## config.mk

```make
export PLATFORM = sky130hd
export DESIGN_NAME = alu_result_stage_flat
export DESIGN_NICKNAME = d
export VERILOG_FILES = /design/src/rtl/alu_result_stage_if.sv /design/src/rtl/alu_result_stage.sv /design/src/flat_wrapper.sv
export SDC_FILE = /design/constraint.sdc
export NUM_CORES = 1
export LEC_CHECK = 0
export CAP_MARGIN = 20
export CORE_MARGIN = 4
export CORE_UTILIZATION = 38
export DETAILED_ROUTE_END_ITERATION = 10
export PLACE_DENSITY = 0.82
export SYNTH_ARGS = -nofsm -noshare
export SYNTH_HDL_FRONTEND = slang
export SYNTH_SLANG_ARGS = --single-unit
```

## constraint.sdc

```tcl
create_clock -name Clock -period 1.55 [get_ports Clock]
set_input_delay 0.31 -clock Clock [delete_from_list [all_inputs] [get_ports Clock]]
set_output_delay 0.31 -clock Clock [all_outputs]
set_load 0.05 [all_outputs]
```

## src/rtl/alu_result_stage_if.sv

```systemverilog
// Bundle between the ALU result muxes, the output stage and register-file writeback.
// Latency: none, this is wiring only.
// Backpressure: carries in_ready/out_ready; the stage side uses the slave modport.
// Ports: in_valid/in_ready with Rezultati, CarryOut, Overflow, S, RdAdr on the ALU side;
//        out_valid/out_ready with WrData, WrAdr, WrFlags on the writeback side; Flamujt to branch logic.
interface alu_result_stage_if #(
    parameter int WIDTH  = 16,
    parameter int ADDR_W = 3
);
    logic              in_valid;
    logic              in_ready;
    logic [WIDTH-1:0]  Rezultati;
    logic              CarryOut;
    logic              Overflow;
    logic [2:0]        S;
    logic [ADDR_W-1:0] RdAdr;
    logic              out_valid;
    logic              out_ready;
    logic [WIDTH-1:0]  WrData;
    logic [ADDR_W-1:0] WrAdr;
    logic [3:0]        WrFlags;
    logic [3:0]        Flamujt;

    // Driver side: ALU plus writeback consumer (the bench plays both roles).
    modport master (
        output in_valid, Rezultati, CarryOut, Overflow, S, RdAdr, out_ready,
        input  in_ready, out_valid, WrData, WrAdr, WrFlags, Flamujt
    );

    // The result stage itself.
    modport slave (
        input  in_valid, Rezultati, CarryOut, Overflow, S, RdAdr, out_ready,
        output in_ready, out_valid, WrData, WrAdr, WrFlags, Flamujt
    );
endinterface

```

## src/rtl/alu_result_stage.sv

```systemverilog
// Registered ALU output stage: captures result word + NZCV, hands it to writeback, keeps the flag register.
// Latency: 1 cycle from input transfer to out_valid.
// Backpressure: default build has a single register, in_ready = !out_valid || out_ready;
//               with ALU_STAGE_SKID_EN a two-entry skid buffer makes in_ready a flop output (!skid_full).
// Ports: Clock, Reset (synchronous, active high); bus (alu_result_stage_if.slave) carries both
//        handshakes, the result/flag/address fields and the architectural flag register Flamujt.
module alu_result_stage #(
    parameter int WIDTH  = 16,
    parameter int ADDR_W = 3
) (
    input  logic                Clock,
    input  logic                Reset,
    alu_result_stage_if.slave   bus
);
    typedef struct packed {
        logic [WIDTH-1:0]  data;
        logic [ADDR_W-1:0] adr;
        logic [3:0]        flags;   // {N,Z,C,V}
    } entry_t;

    entry_t in_ent;
    entry_t main_q;
    logic   main_vld;
    logic   in_xfer;
    logic   out_xfer;
    logic   arith;
    logic   sel_unused;
    logic [3:0] flam_q;

    // Only the arithmetic/logic split matters for flags; the logic sub-op has no flag effect.
    assign arith      = bus.S[2];
    assign sel_unused = ^bus.S[1:0];

    // Logic ops force C/V to 0 so a retiring logic op clears them in the flag register.
    always_comb begin
        in_ent       = '0;
        in_ent.data  = bus.Rezultati;
        in_ent.adr   = bus.RdAdr;
        in_ent.flags = {bus.Rezultati[WIDTH-1],
                        (bus.Rezultati == '0),
                        arith & bus.CarryOut,
                        arith & bus.Overflow};
    end

    assign in_xfer  = bus.in_valid && bus.in_ready;
    assign out_xfer = main_vld && bus.out_ready;

`ifdef ALU_STAGE_SKID_EN
    entry_t skid_q;
    logic   skid_vld;

    // in_ready comes straight from the skid-occupancy flop; Reset only masks it.
    assign bus.in_ready = !skid_vld && !Reset;

    always_ff @(posedge Clock) begin
        if (Reset) begin
            main_q   <= '0;
            main_vld <= 1'b0;
            skid_q   <= '0;
            skid_vld <= 1'b0;
        end else if (!main_vld || out_xfer) begin
            // Main slot is free this edge: skid has priority to keep FIFO order.
            // in_xfer cannot coincide with a full skid since in_ready is low then.
            if (skid_vld) begin
                main_q   <= skid_q;
                main_vld <= 1'b1;
                skid_vld <= 1'b0;
            end else begin
                if (in_xfer) begin
                    main_q <= in_ent;
                end
                main_vld <= in_xfer;
            end
        end else if (in_xfer) begin
            // Main is stalled: park the new word.
            skid_q   <= in_ent;
            skid_vld <= 1'b1;
        end
    end
`else
    assign bus.in_ready = !Reset && (!main_vld || bus.out_ready);

    always_ff @(posedge Clock) begin
        if (Reset) begin
            main_q   <= '0;
            main_vld <= 1'b0;
        end else if (in_xfer) begin
            // Covers both empty-load and same-edge replace; out_valid stays high.
            main_q   <= in_ent;
            main_vld <= 1'b1;
        end else if (out_xfer) begin
            main_vld <= 1'b0;
        end
    end
`endif

    // Architectural flags follow the word that actually retires to writeback.
    always_ff @(posedge Clock) begin
        if (Reset) begin
            flam_q <= '0;
        end else if (out_xfer) begin
            flam_q <= main_q.flags;
        end
    end

    assign bus.out_valid = main_vld;
    assign bus.WrData    = main_q.data;
    assign bus.WrAdr     = main_q.adr;
    assign bus.WrFlags   = main_q.flags;
    assign bus.Flamujt   = flam_q;
endmodule

```

## src/flat_wrapper.sv

```systemverilog
// flat-port wrapper written by rule: the top's interface ports become plain ports
module alu_result_stage_flat 
#(
    parameter int WIDTH  = 16,
    parameter int ADDR_W = 3
)
  (Clock, Reset, bus_in_valid, bus_Rezultati, bus_CarryOut, bus_Overflow, bus_S, bus_RdAdr, bus_out_ready, bus_in_ready, bus_out_valid, bus_WrData, bus_WrAdr, bus_WrFlags, bus_Flamujt);
  alu_result_stage_if #(.WIDTH(WIDTH), .ADDR_W(ADDR_W)) bus_i ();
  input  logic Clock;
  input  logic Reset;
  input wire logic [$bits(bus_i.in_valid)-1:0] bus_in_valid;
  input wire logic [$bits(bus_i.Rezultati)-1:0] bus_Rezultati;
  input wire logic [$bits(bus_i.CarryOut)-1:0] bus_CarryOut;
  input wire logic [$bits(bus_i.Overflow)-1:0] bus_Overflow;
  input wire logic [$bits(bus_i.S)-1:0] bus_S;
  input wire logic [$bits(bus_i.RdAdr)-1:0] bus_RdAdr;
  input wire logic [$bits(bus_i.out_ready)-1:0] bus_out_ready;
  output wire logic [$bits(bus_i.in_ready)-1:0] bus_in_ready;
  output wire logic [$bits(bus_i.out_valid)-1:0] bus_out_valid;
  output wire logic [$bits(bus_i.WrData)-1:0] bus_WrData;
  output wire logic [$bits(bus_i.WrAdr)-1:0] bus_WrAdr;
  output wire logic [$bits(bus_i.WrFlags)-1:0] bus_WrFlags;
  output wire logic [$bits(bus_i.Flamujt)-1:0] bus_Flamujt;
  assign bus_i.in_valid = bus_in_valid;
  assign bus_i.Rezultati = bus_Rezultati;
  assign bus_i.CarryOut = bus_CarryOut;
  assign bus_i.Overflow = bus_Overflow;
  assign bus_i.S = bus_S;
  assign bus_i.RdAdr = bus_RdAdr;
  assign bus_i.out_ready = bus_out_ready;
  assign bus_in_ready = bus_i.in_ready;
  assign bus_out_valid = bus_i.out_valid;
  assign bus_WrData = bus_i.WrData;
  assign bus_WrAdr = bus_i.WrAdr;
  assign bus_WrFlags = bus_i.WrFlags;
  assign bus_Flamujt = bus_i.Flamujt;
  alu_result_stage #(.WIDTH(WIDTH), .ADDR_W(ADDR_W)) u_core (.Clock(Clock), .Reset(Reset), .bus(bus_i));
endmodule
```

==> reports/qor.yml, run 1 <==
floorplan:
  die_h_um: 61.52
  pin_count: 57
  fp.dieW_um: 61.52
  rows: 19
  core_sq_um: 2758
  initial_core_util_pct: 39.47
  die_area_sq_um: 3785
power:
  power_density_nw_per_um2: 805.9
  power_leakage_nw: 0.7690
  ir_worst_vdd_v: 0.0006353
routing:
  drtAntennaViolNets: 0
  wl_per_cell_um: 14.34
  drc: 0
  vias: 1136
  dr.pass1.iters: 3
  drt_wl_total_mm: 3.126
  drtIter0Drc: 48
  viasPerCell: 5.211
placement:
  dpl.hpwl_mm: 2.467
  dp_cells: 214
  gp_congestion: 0.8042
  place_area_sq_um: 1777
  port_buffers: 54
timing:
  clock.fmax_mhz: 659.3
  hold_viol: 0
  fin_skew_ns: 0.001330
  fin_crit_sh_pct: 97.86
  tightest_slew_ns: 0.3374
  relSlewSlack_pct: 77.30
  period_needed_ns: 1.517
  maxSlewViolCount: 0
  tns_ns: 0
  rsz0062_at_grt: "false"
  setup_viol: 0
  hold_ws_ns: 0.4723
cells_and_area:
  num_antenna_cells: 0
  final-instance-count-excl-fill: 218
  layout-drive-gt1-share_pct: 24.06
  design_area_sq_um: 1812
  final_nets: 216
  finish.utilization_pct: 65.70
  syn_to_final_growth_pct: 66.44
yosys:
  synth_top_cell_by_area: "dfxtp_1"
  synth-edff-count: 0
  synth_cell_type_count: 18
  synthArstFlopShare_pct: 0
  synthTopCellsByArea: "dfxtp_1 50%, o211ai_1 14%, o21ai_0 9.2%, inv_1 7.2%, a21oi_1 3.2%"
  synth_commonest_cells: "27 x dfxtp_1, 21 x inv_1, 20 x o211ai_1, 20 x o21ai_0"
  synthFlopType: "dfxtp_1"
  ys_ff_latch: 27
  syn_avg_cell_area_sq_um: 8.373
  synth_warnings: 0
  ys_seq_area_share_pct: 49.66
  synth_fp_nets: 158
  synth.cell_area_sq_um: 1089
  syn_inst: 130
  yosysMostFrequentCell: "dfxtp_1"
  synth_top_area_share_pct: 49.66
grt:
  grt_pass1_wl_mm: 4.919
  grt_pass1_vias: 1130
  grt_max_degree: 21
  overflow: 0
  grt_util_all_layers_pct: 17.15
  antenna_found_initial: 0
worst_setup_path:
  worstPathMaxFanout: 5
  crit_required_ns: 1.24
  crit_type: "input pin to primary output"
  start_kind: "input pin"
  cp-end-kind: "primary output"
  arrival_ns: 1.21
clock_tree:
  clkTransAtPathRegs_ns: 0.13
  cts_max_level: 1
  ctsRootBufferMaster: "clkbuf_4"
  cts_sinks: 27
  cts_tree: "yes"
  clk_latency_ns: 0.31
  post_cts_buffers: 0
  cts_buffer_depth: 2
  hold_buffers: 0
  numCtsBuffers: 3
run_status:
  outcome: "finished clean"
hold_path:
  hold_path_class: "register to register"
job:
  cap_violations: 0
==> flip-flops by register name (all words and copies together), names as in the netlist <==
register and cells:
u_core.bus.WrData 15, u_core.bus.Flamujt 4, u_core.bus.WrAdr 3, u_core.bus.WrFlags 4
u_core.bus.out_valid 1
==> worst max-delay path, cell delays in order <==
cell and delay (ns):
clkdlybuf4s50_1 0.48, buf_4 0.17, nor2_4 0.09, buf_6 0.15
==> worst paths after layout <==
check	start	endpoint	slack, ns	cells past startpoint
hold reg to reg	u_core.bus.Flamujt[2]	u_core.bus.Flamujt[2]	0.47	2
hold / removal	u_core.bus.Flamujt[2]	u_core.bus.Flamujt[2]	0.47	2
setup / recovery	Reset	bus_in_ready	0.03	4
setup reg to reg	u_core.bus.out_valid	u_core.bus.WrFlags[1]	0.31	3
==> where the power goes <==
part | total [mW] | switching [mW] | internal [mW] | leakage (nW)
clock network | 0.287 | 0.186 | 0.100 | 0.0150
logic | 0.412 | 0.230 | 0.182 | 0.532
registers | 0.761 | 0.0317 | 0.730 | 0.222
==> logic make-up (layout without fill, tap and decap cells) <==
group	after synthesis	count (layout)	share of synthesized area, %
buf+inv	32	89	12.30
flops	27	27	49.66
simple gates	22	22	10.46
compound gates	49	49	27.59
==> timing repair <==
item / 4_1_cts / 5_1_grt
endpoints found under the setup margin: 1 / 1
resized for setup: 1 / 1
endpoints found under the hold margin: 0 / 0
==> through the flow <==
step / worst slack (ns) / power [mW]
floorplan: 0.1016 / 0.9723
global placement: -0.03631 / 1.177
detailed placement: -0.07380 / 1.187
CTS: 0.008015 / 1.474
global route: 0.0005219 / 1.523
finish: 0.03313 / 1.460
==> metal layers <==
metal | global-route usage (%) | up-vias | share of wire (%)
li1 | - | 571 | -
met1 | 18.85 | 530 | 39
met2 | 31.84 | 29 | 54
met3 | 3.145 | 6 | 5.3
met4 | 7.273 | 0 | 1.9
met5 | 0 | - | 0
==> layout make-up <==
cell class,count,area (sq um)
fillers,227,945.9
repair buffers,64,696.9
flip-flops and latches,27,541.8
multi-input cells,71,429.2
inverters,21,78.83
well taps,31,38.79
clock buffers,4,26.28
==> placed cells by master, fill, tap and decap left out, types with 3 or more instances in the layout <==
cell type	instances
buf_4	26
dfxtp_1	26
clkdlybuf4s50_1	25
inv_1	21
o211ai_1	20
o21ai_0	20
buf_12	12
nand2_1	7
a21oi_1	7
nand3_1	5
nor4_1	4
clkbuf_4	3
Power figures use the tool's default switching activity.
==> inputs of run 2 (changes only) <==
--- a/config.mk
+++ b/config.mk
@@ -7,9 +7,9 @@
 export LEC_CHECK = 0
 export CAP_MARGIN = 20
 export CORE_MARGIN = 4
-export CORE_UTILIZATION = 38
+export CORE_UTILIZATION = 41
 export DETAILED_ROUTE_END_ITERATION = 10
-export PLACE_DENSITY = 0.82
+export PLACE_DENSITY = 0.87
 export SYNTH_ARGS = -nofsm -noshare
 export SYNTH_HDL_FRONTEND = slang
 export SYNTH_SLANG_ARGS = --single-unit
==> constraint.sdc (replaced) <==
create_clock -name Clock -period 1.9 [get_ports Clock]
set_input_delay 0.38 -clock Clock [delete_from_list [all_inputs] [get_ports Clock]]
set_output_delay 0.38 -clock Clock [all_outputs]
set_load 0.05 [all_outputs]
==> run 2 against run 1 <==
Against the previous run: largest power group unchanged; largest cell class unchanged; clock power is 16% lower; critical path depth is 3 lower; cell area is 3.2% lower; wire length is 0.38% higher.
==> reports/qor.yml, run 2 (synthesized netlist as in run 1, its figures left out) <==
placement:
  gp_congestion: 0.7382
  dpl.hpwl_mm: 2.362
  port_buffers: 54
  post-place-ws_ns: 0.1963
power:
  power.share.clock_pct: 20.7
  p_total_mw: 1.162
  switchingPower_uw: 362.5
  seq_power_share_pct: 52.7
  power_leakage_nw: 0.9838
  combPwrFrac_pct: 26.7
  switching_share_pct: 31.19
  ir_worst_vdd_v: 0.0005023
  p_int_uw: 799.7
  power_density_nw_per_um2: 663.0
cells_and_area:
  num_antenna_cells: 0
  layout_commonest_cell: "clkdlybuf4s50_1"
  final_nets: 215
  layout-drive-gt1-share_pct: 10.22
  syn_to_final_growth_pct: 61.03
  final_cell_mix: "29 x clkdlybuf4s50_1, 27 x dfxtp_1, 21 x inv_1"
  largest_reg_flops: 15
timing:
  rsz0062_at_grt: "false"
  clock.fmax_mhz: 539.7
  tightest_slew_ns: 0.5325
  period_needed_ns: 1.853
  hold_viol: 0
  setup_viol: 0
  fin_skew_ns: 0.004633
  relSlewSlack_pct: 64.44
  fin_crit_sh_pct: 97.52
  hold_ws_ns: 0.4680
  fin_ws_ns: 0.04717
  tns_ns: 0
  maxSlewViolCount: 0
routing:
  wl_per_cell_um: 14.53
  drt_wl_total_mm: 3.138
  dr.pass1.iters: 4
  viasPerCell: 5.287
  vias: 1142
  drtAntennaViolNets: 0
  drtIter0Drc: 33
  drc: 0
worst_setup_path:
  crit_family: "buffers and inverters"
  crit_required_ns: 1.52
  path_cells: "clkdlybuf4s50_1"
  cp_slowest_stage_delay_ns: 0.80
  start_kind: "register"
  worstPathMaxFanout: 2
  worst-path-buf-inv: 1
  crit_type: "register to primary output"
  cpMaxStageDelayCell: "clkdlybuf4s50_1"
  arrival_ns: 1.47
  cp-end-kind: "primary output"
floorplan:
  core_sq_um: 2500
  initial_core_util_pct: 43.54
  pin_count: 57
  rows: 18
  fp.dieW_um: 59.53
  die_area_sq_um: 3543
  die_h_um: 59.53
clock_tree:
  numCtsBuffers: 3
  clk_latency_ns: 0.31
  ctsRootBufferMaster: "clkbuf_4"
  cts_max_level: 1
  post_cts_buffers: 0
  cts_tree: "yes"
  cts_buffer_depth: 2
  clkTransAtPathRegs_ns: 0.14
  cts_sinks: 27
grt:
  grt_pass1_wl_mm: 4.940
  antenna_found_initial: 0
  grt_pass1_vias: 1138
  grt_util_all_layers_pct: 17.91
  grt_max_degree: 21
  overflow: 0
run_status:
  outcome: "finished clean"
job:
  cap_violations: 0
hold_path:
  hold_path_class: "register to register"
==> run 2: path summary, 6_finish.rpt <==
| kind | start | end | slack (ns) | cells after the start |
|---|---|---|---|---|
| hold / removal | u_core.bus.Flamujt[1] | u_core.bus.Flamujt[1] | 0.47 | 2 |
| hold reg to reg | u_core.bus.Flamujt[1] | u_core.bus.Flamujt[1] | 0.47 | 2 |
| setup / recovery | u_core.bus.Flamujt[1] | bus_Flamujt[1] | 0.05 | 1 |
| setup reg to reg | u_core.bus.out_valid | u_core.bus.WrData[3] | 0.59 | 4 |
==> run 2: final cells by class <==
type	instances	area, sq um
Fill cell	196	747.0
Timing Repair Buffer	63	650.6
Inverter	21	78.83
Multi-Input combinational cell	71	419.2
Tap cell	30	37.54
Sequential cell	27	540.5
Clock buffer	4	26.28
==> run 2: timing repair <==
action / CTS / global route
hold buffers: 0 / 0
endpoints found under the setup margin: 2 / 18
gates resized for setup: 2 / 18
==> run 2: worst min-delay path: cells and delay by family (launching register included) <==
family / cells / cell delay (ns)
DFF: 1 / 0.34
and+or+nand+nor: 1 / 0.05
AOI/OAI and AO/OA: 1 / 0.05
==> run 2: power by group through the flow <==
| stage | logic, mW | registers (mW) | clock network (mW) |
|---|---|---|---|
| 6_report | 0.310 | 0.612 | 0.240 |
| 3_5_place_dp | 0.312 | 0.626 | 0 |
| 5_1_grt | 0.328 | 0.616 | 0.261 |
| 3_3_place_gp | 0.306 | 0.624 | 0 |
| 2_1_floorplan | 0.0695 | 0.722 | 0 |
| 4_1_cts | 0.313 | 0.613 | 0.243 |
==> run 2: per-stage QoR <==
step / std cells / util (%) / cell area [sq um]
2_1_floorplan: 130 / - / 1091
3_3_place_gp: 212 / 67.37 / 1684
3_5_place_dp: 212 / 67.37 / 1684
4_1_cts: 216 / 68.32 / 1708
5_1_grt: 216 / 70.12 / 1753
6_report: 216 / 70.12 / 1753
==> run 2: layer usage <==
| layer | track usage (%) | share of wire, % |
|---|---|---|
| met2 | 32.45 | 53 |
| met3 | 2.179 | 6.1 |
| met5 | 0 | 0 |
| met1 | 21.36 | 39 |
| met4 | 6.646 | 1.9 |
